$ cat config.mk
export PLATFORM = sky130hd
export DESIGN_NAME = obuffer_col
export DESIGN_NICKNAME = d
export VERILOG_FILES = /design/src/rtl/obuf_pkg.sv /design/src/rtl/obuffer_col.sv
export SDC_FILE = /design/constraint.sdc
export NUM_CORES = 1
export LEC_CHECK = 0
export ABC_AREA = 1
export ABC_CLOCK_PERIOD_IN_PS = 2800
export BUFFER_PORTS_ARGS = -buffer_cell sky130_fd_sc_hd__buf_4
export CORE_MARGIN = 5
export CORE_UTILIZATION = 55
export DETAILED_ROUTE_END_ITERATION = 7
export PLACE_DENSITY_LB_ADDON = 0.1
export SETUP_SLACK_MARGIN = 0.2
export SYNTH_ARGS = -nofsm -noshare
export SYNTH_HDL_FRONTEND = slang
export SYNTH_SLANG_ARGS = --single-unit
export TNS_END_PERCENT = 5
$ cat constraint.sdc
create_clock -name CLK -period 2.8 [get_ports CLK]
set_clock_uncertainty 0.1 [all_clocks]
set_input_delay 0.28 -clock CLK [delete_from_list [all_inputs] [get_ports CLK]]
set_output_delay 0.28 -clock CLK [all_outputs]
set_load 0.02 [all_outputs]
$ cat src/rtl/obuf_pkg.sv
// Shared constants for the array input and output buffers.
`default_nettype none
package obuf_pkg;
   localparam int BYTE_W     = 8;
   localparam int WORD_BYTES = 4;
   localparam int FILL_W     = $clog2(WORD_BYTES);
   localparam int WORD_W     = BYTE_W * WORD_BYTES;

   localparam int IBUF_DEPTH = 4;
   localparam int IBUF_PTR_W = $clog2(IBUF_DEPTH);
endpackage
`default_nettype wire

$ cat src/rtl/obuffer_col.sv
// Column output buffer: packs result bytes big-endian into words and holds
// one completed word for the downstream memory, flagging dropped words.
`default_nettype none
module obuffer_col
   import obuf_pkg::*;
#(
   parameter int WORD_BYTES = obuf_pkg::WORD_BYTES
) (
   input  logic                         CLK,
   input  logic                         RSTN,
   input  logic                         ENIn,
   input  logic [BYTE_W-1:0]            ID,
   input  logic                         Flush,
   input  logic                         WReady,
   output logic [BYTE_W*WORD_BYTES-1:0] OWord,
   output logic                         WValid,
   output logic [FILL_W-1:0]            Fill,
   output logic                         Busy,
   output logic                         OvfErr
);

   localparam int LW = BYTE_W * WORD_BYTES;

   logic [BYTE_W-1:0] r_bytes [WORD_BYTES-1];
   logic [FILL_W-1:0] r_fill;
   logic [LW-1:0]     r_oword;
   logic              r_wvalid;
   logic              r_ovf;

   logic              w_full_comp;
   logic              w_flush_comp;
   logic              w_comp;
   logic              w_load;
   logic              w_xfer;
   logic              w_store;
   logic [LW-1:0]     w_word;

   assign w_full_comp  = ENIn && (r_fill == FILL_W'(WORD_BYTES - 1));
   assign w_flush_comp = Flush && ((r_fill != '0) || ENIn);
   assign w_comp       = w_full_comp || w_flush_comp;
   assign w_load       = ENIn && !w_comp;
   assign w_xfer       = r_wvalid && WReady;
   // A completion lands only if the holding register is free by this edge.
   assign w_store      = w_comp && (!r_wvalid || w_xfer);

   for (genvar gi = 0; gi < WORD_BYTES - 1; gi++) begin : g_slot
      always_ff @(posedge CLK or negedge RSTN) begin
         if (!RSTN) begin
            r_bytes[gi] <= '0;
         end else if (w_load && (r_fill == FILL_W'(gi))) begin
            r_bytes[gi] <= ID;
         end
      end

      // Filled slots come from the packer, the current slot may take the
      // same-cycle byte, anything beyond is zero.
      assign w_word[LW-1-gi*BYTE_W -: BYTE_W] =
         (FILL_W'(gi) < r_fill)                ? r_bytes[gi] :
         ((FILL_W'(gi) == r_fill) && ENIn)     ? ID          : '0;
   end

   assign w_word[BYTE_W-1:0] = w_full_comp ? ID : '0;

   always_ff @(posedge CLK or negedge RSTN) begin
      if (!RSTN) begin
         r_fill <= '0;
      end else if (w_comp) begin
         r_fill <= '0;
      end else if (ENIn) begin
         r_fill <= r_fill + 1'b1;
      end
   end

   always_ff @(posedge CLK or negedge RSTN) begin
      if (!RSTN) begin
         r_oword  <= '0;
         r_wvalid <= 1'b0;
      end else if (w_store) begin
         r_oword  <= w_word;
         r_wvalid <= 1'b1;
      end else if (w_xfer) begin
         r_wvalid <= 1'b0;
      end
   end

   always_ff @(posedge CLK or negedge RSTN) begin
      if (!RSTN) begin
         r_ovf <= 1'b0;
      end else if (w_comp && !w_store) begin
         r_ovf <= 1'b1;
      end
   end

   assign OWord  = r_oword;
   assign WValid = r_wvalid;
   assign Fill   = r_fill;
   assign Busy   = (r_fill != '0) || r_wvalid;
   assign OvfErr = r_ovf;

endmodule
`default_nettype wire

# ---- After elaboration in Yosys (flattened, before gate mapping)
# Index checks and enable logic that the tools add are counted.
dict set report op_classes {
  eq_ne 5
  addsub 1
  magnitude_cmp 3
  n_reduce_logical 23
  n_mux 11
}
# op count
set ops {}
lappend ops {{8-bit 2-to-1 mux} 7}
lappend ops {{1-bit logical AND} 12}
lappend ops {{2-bit nonzero test} 3}
lappend ops {{2-bit equality test (second input constant)} 2}
lappend ops {{1-bit logical OR} 4}
lappend ops {{1-bit by 2-bit less-than comparator with 1-bit output (first input constant)} 2}
lappend ops {{2-bit 2-to-1 mux} 2}
lappend ops {{1-bit zero test} 3}
lappend ops {{2-bit by 1-bit adder with 2-bit output (second input constant)} 1}
lappend ops {{1-bit by 2-bit equality test with 1-bit output (first input constant)} 1}
lappend ops {{2-bit by 1-bit equality test with 1-bit output (second input constant)} 1}
lappend ops {{2-bit equality test (first input constant)} 1}
lappend ops {{2-bit zero test} 1}
lappend ops {{2-bit less-than comparator (first input constant)} 1}
lappend ops {{1-bit 2-to-1 mux} 2}
dict set report word_totals {
  elab_cells 50
  output_inout_bits 37
  input_bits 13
  reg_bits 60
}

# ---- Logic depth before layout (Yosys ltp)
# Gate-level depths: netlist of the first run.
dict set report logic_depth {
  depth_word 7
  mapped_depth 9
  mapped_depth_nobuf 7
}

# ---- Worst setup path before layout of the first run
# Ideal clock, no wire load.
dict set report synth_path {
  path_type {flip-flop to flip-flop}
  start {reg r_fill[1] (netlist: Fill[1])}
  end {reg r_oword[22] (netlist: OWord[22])}
  setup_time_ps 117
  synth_period_minus_slack_ps 1952
  required_ps 2583
  slack_ps 848
  t_arrival_ps 1735
  n_path_buf 2
  stages_incl_launch_ff 9
  path_cell_list {dfrtp_1 -> buf_2 -> clkinv_1 -> ha_1 -> nand2_1 -> clkbuf_1 -> o21ai_0 -> nand2_1 -> nand2_1}
}
dict set report synth_between {
  elab_chain_cells 5
  word_cells_on_any_way 12
  classes_between {1 x order compare; 2 x eq/ne; 2 x mux; 7 x reduce/logical}
}
# item line
set synth_lines {}
lappend synth_lines {{from (decl)} obuffer_col.sv:25} ;# logic [FILL_W-1:0] r_fill;
lappend synth_lines {{from (signal assigned)} obuffer_col.sv:70} ;# r_fill <= r_fill + 1'b1;
lappend synth_lines {{branches (longest 5 deep; another with 8-bit 2-to-1 mux)} --}
lappend synth_lines {{to (signal assigned)} obuffer_col.sv:79} ;# r_oword <= w_word;
lappend synth_lines {{to (decl)} obuffer_col.sv:26} ;# logic [LW-1:0] r_oword;
# Several ways; the timed one is not identified.
# A chain may end at the register's enable or synchronous reset.

# ---- Final worst setup path of the first run
dict set report layout_path {
  start {reg r_fill[1] (netlist: Fill[1])}
  end {reg r_oword[2] (netlist: OWord[2])}
}
dict set report layout_between {
  elab_chain_cells 5
  word_cells_on_any_way 8
  classes_between {1 x eq/ne; 1 x mux; 6 x reduce/logical}
}
# item line
set layout_lines {}
lappend layout_lines {{2-bit nonzero test} obuffer_col.sv:39} ;# assign w_flush_comp = Flush && ((r_fill != '0) || ENIn);
lappend layout_lines {{1-bit logical OR} obuffer_col.sv:39}
lappend layout_lines {{1-bit logical AND} obuffer_col.sv:39}
lappend layout_lines {{1-bit logical OR} obuffer_col.sv:40} ;# assign w_comp = w_full_comp || w_flush_comp;
lappend layout_lines {{1-bit logical AND} obuffer_col.sv:44} ;# assign w_store = w_comp && (!r_wvalid || w_xfer);
# Several ways; a longest one is shown, not always the timed one.

==> reports/qor.csv, run 1 <==
stage,metric,value,unit
run_status,status,"finished, final reports clean",
floorplan,floorplan core area,4820,sq um
power_and_ir_drop,logic gate share of total power,0.223,
drt,post-route ant nets,0,
timing,unrepaired setup endpoints after global routing,false,
synth,synthesized area per cell,8.06,sq um
place,GP Congestion,0.807,
drt,total iterations of the first detailed-routing run,4,
cts,Bufs on Longest Clock Path,2,
power_and_ir_drop,VDD IR max,0.503,mV
drt,Iter 0 DRT Violations,233,
power_and_ir_drop,PnR Total Power,2370,uW
floorplan,chip height,81.0,microns
grt,vias in the first global route,2183,
drt,wire per inst,13.6,microns
layout,P&R area growth vs syn,21.3,%
grt,largest net degree at the start of global routing,61,
grt,first-pass GRT wire length,11000,microns
floorplan,Initial Utilization,0.576,
timing,Tcrit/Tclk final,0.806,
synth,Yosys reg bits,60,
synth,sequential-to-total area share from yosys stat,0.541,
synth,dominant synthesized flop cell,dfrtp_1,
power_and_ir_drop,Sw Share,0.313,
setup_path,Worst Path Max Fanout,20,
synth,Post-synth EDFFs,0,
synth,area share of the largest cell type after synthesis,0.541,
floorplan,DIE WIDTH,81.0,microns
timing,total negative setup slack,0,ns
timing,Slew HR,0.508,
timing,fmax,0.443,GHz
setup_path,kind of start point of the critical path,register,
drt,vias per inst,5.09,
cts,TritonCTS clock tree,built,
drt,DRC,0,
power_and_ir_drop,clock share of power,0.298,
synth,Post-Syn Instances,344,
floorplan,row count,25,
setup_path,reg2reg path depth,6,
place,DP HPWL,4230,microns
cts,cts bufs inserted,9,
power_and_ir_drop,PD cells,706,nW/um^2
grt,Global Route Usage Sum,0.221,
worst_hold_path,worst hold stages,3,
setup_path,WP data arrival,2.39,ns
synth,most common cell in the synthesized netlist,nand2_1,
synth,syn_nets,362,
drt,vias,2366,
power_and_ir_drop,Leak,0.00182,uW
job,maxcap violations,0,
cts,clock-pin slew on the worst setup and hold paths,0.07,ns
synth,Mapped Area,2770,sq um
layout,nets,411,
floorplan,Ports,50,
layout,Ant. Diodes,0,
setup_path,Worst Path Required,2.93,ns
layout,fill cell count,429,
power_and_ir_drop,Internal Pwr Total,1630,uW
timing,crit path time final,2.26,ns
floorplan,Die Footprint,6560,sq um
synth,post-synthesis cell type count,16,
cts,H-tree depth,3,
place,# port buffers,49,
cts,CTS Root Cell,clkbuf_8,
setup_path,crit path capture type,register,
timing,final setup violation count,0,
timing,"Slew Viols, Final",0,
synth,asr flop ratio synth,1.00,
power_and_ir_drop,register share of total power,0.478,
cts,clk_lat worst skew,0.33,ns
setup_path,WS Path Type,register to register,
grt,global route total overflow,0,
worst_hold_path,HP Class,input pin to register,
cts,CTS sink count,60,
synth,Yosys warnings,0,
synth,commonest cells in the netlist,"nand2_1 (179), dfrtp_1 (60), o21ai_0 (56), nand3_1 (10), inv_1 (8)",
layout,fraction of layout cells with a size suffix above 1,0.178,
grt,antenna violations before repair,0,
drt,Post-Route WL,6340,microns
power_and_ir_drop,Sw Pwr,742,uW
synth,Synth area leader,dfrtp_1,
timing,number of hold violations in the final report,0,
cts,# Post-CTS Setup Buffers,0,
timing,worst slew pin tran,0.738,ns
synth,Area contributors post-synth,"dfrtp_1 (54%), nand2_1 (24%), o21ai_0 (10%), ha_1 (2.3%), nand3_1 (1.8%)",
## repair_timing
item	CTS	global route
endpoints found under the setup margin	0	0
gates resized for setup	0	0
hold buffers	1	0
endpoints found under the hold margin	60	0
## layout by cell type (no fill, tap or decap), drive strengths merged
cell type	Yosys	final
nand2	182	182
dfrtp	60	60
o21ai	56	56
buf	10	52
clkbuf	5	15
nand3	11	11
inv	9	9
ha	5	5
nor2	4	4
clkinv	1	2
o21bai	1	1
dlygate4sd3	0	1
## cell type report
cell class	count	area [sq um]	area share
Clock inverter	1	5.00	0.00149
Tap cell	67	83.8	0.0249
Timing Repair Buffer	53	413	0.123
Inverter	10	37.5	0.0112
Sequential cell	60	1500	0.446
Multi-Input combinational cell	259	1150	0.341
Clock buffer	15	176	0.0524
## metrics by stage
stage               setup slack, ns  std cells   util  instance area (sq um)  hold WS [ns]
floorplan                     0.848        344      -                   2770        -0.116
CTS                           0.515        465  0.698                   3360         0.108
detailed placement            0.541        448  0.659                   3170         0.301
finish                        0.544        465  0.698                   3360         0.119
global route                  0.324        465  0.698                   3360         0.115
global placement              0.640        448  0.659                   3170         0.296
## logic make-up after synthesis
group	Yosys count	share of synthesized area
AOI/OAI and AO/OA	57	0.104
adders and majority gates	5	0.0226
buffers and inverters	25	0.0451
DFF	60	0.541
and+or+nand+nor	197	0.287
## path summary, 6_finish.rpt
kind	startpoint	end	slack (ns)
worst min-delay path	ID[1]	r_bytes[1]$_DFFE_PN0P_	0.12
max in group asynchronous	RSTN	r_bytes[9]$_DFFE_PN0P_	1.66
worst max-delay path	Fill[1]$_DFFE_PN0P_	OWord[2]$_DFFE_PN0P_	0.54
worst max register to register	Fill[1]$_DFFE_PN0P_	OWord[2]$_DFFE_PN0P_	0.54
worst min register to register	OWord[30]$_DFFE_PN0P_	OWord[30]$_DFFE_PN0P_	0.38
min in group asynchronous	RSTN	OWord[12]$_DFFE_PN0P_	0.46
## metal layers
layer,share of wire,global-route usage,up-vias,routed length (microns)
li1,-,-,1192,-
met1,0.46,0.309,1077,2920
met2,0.46,0.334,87,2940
met3,0.062,0.0543,10,392
met4,0.015,0.0760,0,94
met5,0,0,-,0
## worst max-delay path, cell delays in order (launching register included)
cell and delay, ns:
dfrtp_1 0.64, clkinv_1 0.17, ha_1 0.39, nand2_4 0.16
nand3_2 0.26, buf_12 0.26, o21ai_0 0.19
## power groups by stage
stage	Clock, uW	Combinational (uW)	Sequential, uW
3_3_place_gp	0	521	1140
3_5_place_dp	0	534	1150
2_1_floorplan	0	265	1200
6_report	708	531	1140
5_1_grt	773	600	1160
4_1_cts	726	537	1130
## sequential cells by signal, summed over array words and instances, names as in the netlist
register / flops
Fill: 2
OWord: 32
OvfErr: 1
r_bytes: 24
WValid: 1
Note: power is estimated with default switching activity, not from simulation.
==> inputs of run 2 (changes only) <==
--- a/config.mk
+++ b/config.mk
@@ -6,7 +6,7 @@
 export NUM_CORES = 1
 export LEC_CHECK = 0
 export ABC_AREA = 1
-export ABC_CLOCK_PERIOD_IN_PS = 2800
+export ABC_CLOCK_PERIOD_IN_PS = 2200
 export BUFFER_PORTS_ARGS = -buffer_cell sky130_fd_sc_hd__buf_4
 export CORE_MARGIN = 5
 export CORE_UTILIZATION = 55
==> constraint.sdc (replaced) <==
create_clock -name CLK -period 2.2 [get_ports CLK]
set_clock_uncertainty 0.1 [all_clocks]
set_input_delay 0.22 -clock CLK [delete_from_list [all_inputs] [get_ports CLK]]
set_output_delay 0.22 -clock CLK [all_outputs]
set_load 0.02 [all_outputs]
==> run 2 against run 1 <==
  * Design area did not move
  * Clock power grew 33%
  * Die area unchanged
  * Combinational power increased by 27%
  * Sequential share of layout area is the same
  * Setup slack got worse by 0.21 ns
  * Wire length decreased by 0.69%
  * Largest cell class unchanged
==> reports/qor.csv, run 2 (synthesis results as in run 1) <==
stage,metric,value,unit
worst_hold_path,HP Class,input pin to register,
setup_path,Worst Path Max Fanout,40,
power_and_ir_drop,Sw Pwr,932,uW
setup_path,Critical path origin,Fill[0]$_DFFE_PN0P_,
drt,Post-Route WL,6300,microns
setup_path,WP data arrival,1.96,ns
cts,clock-pin slew on the worst setup and hold paths,0.06,ns
layout,P&R area growth vs syn,21.3,%
layout,nets,412,
timing,final setup violation count,0,
setup_path,"CP delay by family, top",simple AND/OR/NAND/NOR gates,
grt,antenna violations before repair,0,
layout,Finished Layout Cells,465,
cts,TritonCTS clock tree,built,
drt,total iterations of the first detailed-routing run,4,
cts,clk_lat worst skew,0.33,ns
setup_path,slowest library cell on the worst path,dfrtp_1,
layout,fin area,3360,sq um
layout,Ant. Diodes,0,
drt,vias per inst,5.04,
power_and_ir_drop,Sw Share,0.305,
setup_path,reg-to-reg endpoint,OWord[6]$_DFFE_PN0P_,
layout,fraction of layout cells with a size suffix above 1,0.181,
drt,vias,2342,
cts,CTS Root Cell,clkbuf_8,
cts,Bufs on Longest Clock Path,2,
setup_path,reg2reg start,Fill[0]$_DFFE_PN0P_,
floorplan,chip height,81.0,microns
floorplan,DIE WIDTH,81.0,microns
setup_path,reg2reg path depth,6,
setup_path,kind of start point of the critical path,register,
setup_path,reg2reg setup slack,0.33,ns
job,maxcap violations,0,
power_and_ir_drop,VDD IR max,0.626,mV
setup_path,"Largest stage delay, worst path",0.44,ns
setup_path,worst path cell trace,ha_1 -> nand2_1 -> nand2_4 -> nand3_2 -> buf_4 -> o21ai_0,
drt,Iter 0 DRT Violations,193,
timing,Slew HR,0.503,
power_and_ir_drop,PD cells,908,nW/um^2
grt,largest net degree at the start of global routing,61,
timing,fmax,0.536,GHz
timing,unrepaired setup endpoints after global routing,true,
layout,"most common cell after layout, fill and taps aside",nand2_1,
cts,H-tree depth,3,
drt,DRC,0,
timing,"Slew Viols, Final",0,
cts,cts bufs inserted,9,
timing,Tcrit/Tclk final,0.848,
grt,first-pass GRT wire length,11000,microns
floorplan,Die Footprint,6560,sq um
setup_path,Worst Setup EP,OWord[6]$_DFFE_PN0P_,
setup_path,crit path capture type,register,
layout,max reg flops,32,
power_and_ir_drop,logic gate share of total power,0.221,
layout,most frequent cells in the layout,"nand2_1 (179), dfrtp_1 (60), o21ai_0 (56)",
place,DP HPWL,4060,microns
drt,wire per inst,13.5,microns
place,Post-DP Area,3170,sq um
timing,PnR worst setup slack,0.335,ns
setup_path,Worst Path Required,2.29,ns
power_and_ir_drop,clock share of power,0.309,
place,DP Worst Slack,0.338,ns
place,cell count after placement,449,
timing,worst slew pin tran,0.745,ns
run_status,status,"finished, final reports clean",
cts,CTS sink count,60,
timing,crit path time final,1.87,ns
place,GP Congestion,0.841,
floorplan,Ports,50,
timing,WHS,0.0585,ns
drt,post-route ant nets,0,
timing,number of hold violations in the final report,0,
setup_path,WS Path Type,register to register,
floorplan,floorplan core area,4820,sq um
power_and_ir_drop,register share of total power,0.470,
grt,Global Route Usage Sum,0.221,
grt,global route total overflow,0,
setup_path,Critical path buffers and inverters,1,
setup_path,instance count on the critical path,6,
floorplan,Initial Utilization,0.576,
grt,vias in the first global route,2270,
cts,# Post-CTS Setup Buffers,0,
power_and_ir_drop,Leak,0.00182,uW
power_and_ir_drop,Internal Pwr Total,2120,uW
floorplan,row count,25,
place,# port buffers,49,
timing,total negative setup slack,0,ns
## run 2: tightest hold or removal path, stage by stage
cell and delay (ns):
buf_4 0.13, nand2_1 0.06, nand2_1 0.05
## run 2: worst min-delay path by stage
| stage | startpoint | end | depth (start not counted) |
|---|---|---|---|
| after floorplan | RSTN | Fill[0]$_DFFE_PN0P_ | 0 |
| after global placement | RSTN | OWord[12]$_DFFE_PN0P_ | 1 |
| after detailed placement | RSTN | OWord[11]$_DFFE_PN0P_ | 1 |
| after CTS | ID[1] | r_bytes[1]$_DFFE_PN0P_ | 3 |
| after global routing | ID[1] | r_bytes[1]$_DFFE_PN0P_ | 3 |
| final | ID[1] | r_bytes[1]$_DFFE_PN0P_ | 3 |
## run 2: power groups by stage
stage | Sequential (uW) | Combinational (uW) | Clock [uW]
final | 1440 | 675 | 943
after global routing | 1460 | 767 | 1020
after CTS | 1430 | 682 | 961
after detailed placement | 1450 | 679 | 0
after global placement | 1450 | 666 | 0
after floorplan | 1530 | 337 | 0
## run 2: routing by layer
metal	global-route usage	wire [microns]	share of wire	up-vias
met4	0.125	145	0.023	0
met1	0.296	2900	0.46	1071
met2	0.337	2860	0.45	69
met3	0.0432	388	0.062	13
li1	-	-	-	1189
met5	0	0	0	-
## run 2: stage by stage
| step | power, uW | utilization |
|---|---|---|
| 6_report | 3050 | 0.698 |
| 5_1_grt | 3250 | 0.698 |
| 4_1_cts | 3080 | 0.698 |
| 3_5_place_dp | 2130 | 0.658 |
| 3_3_place_gp | 2110 | 0.658 |
| 2_1_floorplan | 1860 | - |
## run 2: area by class of cell
type / count / area, sq um
clock buffers: 13 / 149
clock inverters: 2 / 35.0
fillers: 427 / 1450
inverters: 10 / 37.5
multi-input cells: 259 / 1150
flip-flops and latches: 60 / 1500
well taps: 67 / 83.8
repair buffers: 54 / 408
## run 2: what timing repair did
item                                    CTS  global route
hold endpoints to repair                 60             0
hold buffers                              1             0
endpoints found under the setup margin    0             6
resized for setup                         0             1
==> inputs of run 3 (changes only) <==
--- a/config.mk
+++ b/config.mk
@@ -6,10 +6,10 @@
 export NUM_CORES = 1
 export LEC_CHECK = 0
 export ABC_AREA = 1
-export ABC_CLOCK_PERIOD_IN_PS = 2200
+export ABC_CLOCK_PERIOD_IN_PS = 1550
 export BUFFER_PORTS_ARGS = -buffer_cell sky130_fd_sc_hd__buf_4
 export CORE_MARGIN = 5
-export CORE_UTILIZATION = 55
+export CORE_UTILIZATION = 50
 export DETAILED_ROUTE_END_ITERATION = 7
 export PLACE_DENSITY_LB_ADDON = 0.1
 export SETUP_SLACK_MARGIN = 0.2
==> constraint.sdc (replaced) <==
create_clock -name CLK -period 1.55 [get_ports CLK]
set_clock_uncertainty 0.1 [all_clocks]
set_input_delay 0.155 -clock CLK [delete_from_list [all_inputs] [get_ports CLK]]
set_output_delay 0.155 -clock CLK [all_outputs]
set_load 0.02 [all_outputs]
==> run 3 against run 2 <==
  * The flow now finishes with violations (negative setup slack)
  * Final cell count increased by 6.9%
  * Setup slack got worse by 0.34 ns
  * Sequential cell count unchanged
  * Largest cell class unchanged
  * Wire length increased by 15%
  * Critical path type unchanged
  * First-iteration DRC count increased by 6.2%
  * Global-route usage decreased by 0.70 points
  * Clock power increased by 53%
==> reports/qor.csv, run 3 (synthesis results as in run 1) <==
stage,metric,value,unit
place,Post-DP Area,3390,sq um
timing,WHS,0.00215,ns
layout,max reg flops,32,
timing,"Slew Viols, Final",0,
grt,antenna violations before repair,0,
layout,most frequent cells in the layout,"nand2_1 (172), buf_4 (64), dfrtp_1 (58)",
layout,fraction of layout cells with a size suffix above 1,0.271,
power_and_ir_drop,clock share of power,0.308,
drt,vias,2530,
drt,wire per inst,14.5,microns
place,# port buffers,49,
timing,total negative setup slack,-0.00856,ns
job,maxcap violations,0,
setup_path,Worst Path Required,1.65,ns
setup_path,WP data arrival,1.66,ns
floorplan,DIE WIDTH,84.5,microns
cts,TritonCTS clock tree,built,
cts,H-tree depth,3,
floorplan,chip height,84.5,microns
drt,Iter 0 DRT Violations,205,
cts,CTS sink count,60,
layout,fin area,3800,sq um
drt,Post-Route WL,7210,microns
run_status,violated checks,negative setup slack,
floorplan,row count,27,
drt,post-route ant nets,0,
grt,largest net degree at the start of global routing,35,
timing,fmax,0.642,GHz
run_status,status,"complete, but fails checks",
layout,"most common cell after layout, fill and taps aside",nand2_1,
timing,final setup violation count,1,
power_and_ir_drop,logic gate share of total power,0.250,
place,DP HPWL,4890,microns
timing,number of hold violations in the final report,0,
timing,unrepaired setup endpoints after global routing,true,
power_and_ir_drop,Leak,0.00199,uW
timing,crit path time final,1.56,ns
grt,Global Route Usage Sum,0.214,
worst_hold_path,HP Class,input pin to register,
cts,cts bufs inserted,9,
floorplan,Die Footprint,7140,sq um
timing,Slew HR,0.706,
layout,P&R area growth vs syn,36.9,%
grt,global route total overflow,0,
setup_path,WS Path Type,register to register,
cts,CTS Root Cell,clkbuf_8,
power_and_ir_drop,VDD IR max,0.731,mV
setup_path,crit path capture type,register,
layout,fill cell count,448,
power_and_ir_drop,Sw Pwr,1440,uW
timing,PnR worst setup slack,-0.00856,ns
setup_path,kind of start point of the critical path,register,
floorplan,floorplan core area,5440,sq um
floorplan,Initial Utilization,0.510,
layout,Ant. Diodes,0,
cts,Bufs on Longest Clock Path,2,
power_and_ir_drop,Internal Pwr Total,3240,uW
place,GP Congestion,0.832,
timing,Tcrit/Tclk final,1.01,
timing,worst slew pin tran,0.441,ns
drt,vias per inst,5.09,
floorplan,Ports,50,
grt,first-pass GRT wire length,12100,microns
layout,nets,439,
grt,vias in the first global route,2482,
drt,total iterations of the first detailed-routing run,4,
drt,DRC,0,
setup_path,Worst Path Max Fanout,8,
power_and_ir_drop,PD cells,1230,nW/um^2
power_and_ir_drop,Sw Share,0.307,
cts,clk_lat worst skew,0.34,ns
cts,clock-pin slew on the worst setup and hold paths,0.06,ns
power_and_ir_drop,PnR Total Power,4680,uW
power_and_ir_drop,register share of total power,0.441,
==> run 3: timing repair <==
item,in CTS,in global routing
gates resized for setup,17,26
setup endpoints to repair,62,63
hold buffers,6,0
pin swaps,5,11
setup buffers,6,1
endpoints found under the hold margin,40,0
==> run 3: metrics by stage <==
step                setup slack [ns]  instances  utilization
CTS                           0.0401        496        0.687
global route                  -0.100        497        0.698
finish                      -0.00856        497        0.698
detailed placement           -0.0695        469        0.623
global placement            -0.00649        469        0.623
floorplan                     0.0480        344            -
==> run 3: layout make-up <==
type                            instances  area, sq um  share of cell area
Inverter                               10         57.6              0.0152
Multi-Input combinational cell        259         1240               0.325
Tap cell                               72         90.1              0.0237
Sequential cell                        60         1500               0.396
Timing Repair Buffer                   81          708               0.186
Clock buffer                           14          173              0.0455
Clock inverter                          1         30.0             0.00791
==> run 3: metal layers <==
layer / up-vias / wire (microns) / share of wire / global-route usage
li1: 1246 / - / - / -
met1: 1183 / 3180 / 0.44 / 0.281
met2: 82 / 3430 / 0.48 / 0.332
met3: 19 / 410 / 0.057 / 0.0540
met4: 0 / 195 / 0.027 / 0.102
met5: - / 0 / 0 / 0
==> run 3: path summary, 6_finish.rpt <==
check                               startpoint                       to  slack [ns]  cells past startpoint
hold reg to reg             OvfErr$_DFFE_PN0P_       OvfErr$_DFFE_PN0P_        0.38                      1
setup reg to reg           Fill[0]$_DFFE_PN0P_  r_bytes[19]$_DFFE_PN0P_      -0.009                      6
min in group asynchronous                 RSTN     OWord[6]$_DFFE_PN0P_        0.20                      2
setup / recovery           Fill[0]$_DFFE_PN0P_  r_bytes[19]$_DFFE_PN0P_      -0.009                      6
hold / removal                           ID[0]   r_bytes[8]$_DFFE_PN0P_       0.002                      3
max in group asynchronous                 RSTN    OWord[23]$_DFFE_PN0P_        0.52                      3
==> run 3: worst max-delay path, stage by stage, from the launching register on <==
cell and delay, ns:
dfrtp_2 0.46, inv_2 0.11, ha_4 0.18, buf_6 0.13, nand2_2 0.12, o21ai_0 0.19, o21ai_0 0.13
==> run 3: power groups by stage <==
stage	Sequential, uW	Combinational, uW	Clock [uW]
after floorplan	2170	515	0
after global placement	2060	1050	0
after detailed placement	2080	1070	0
after CTS	2050	1140	1470
after global routing	2100	1300	1540
final	2070	1170	1440
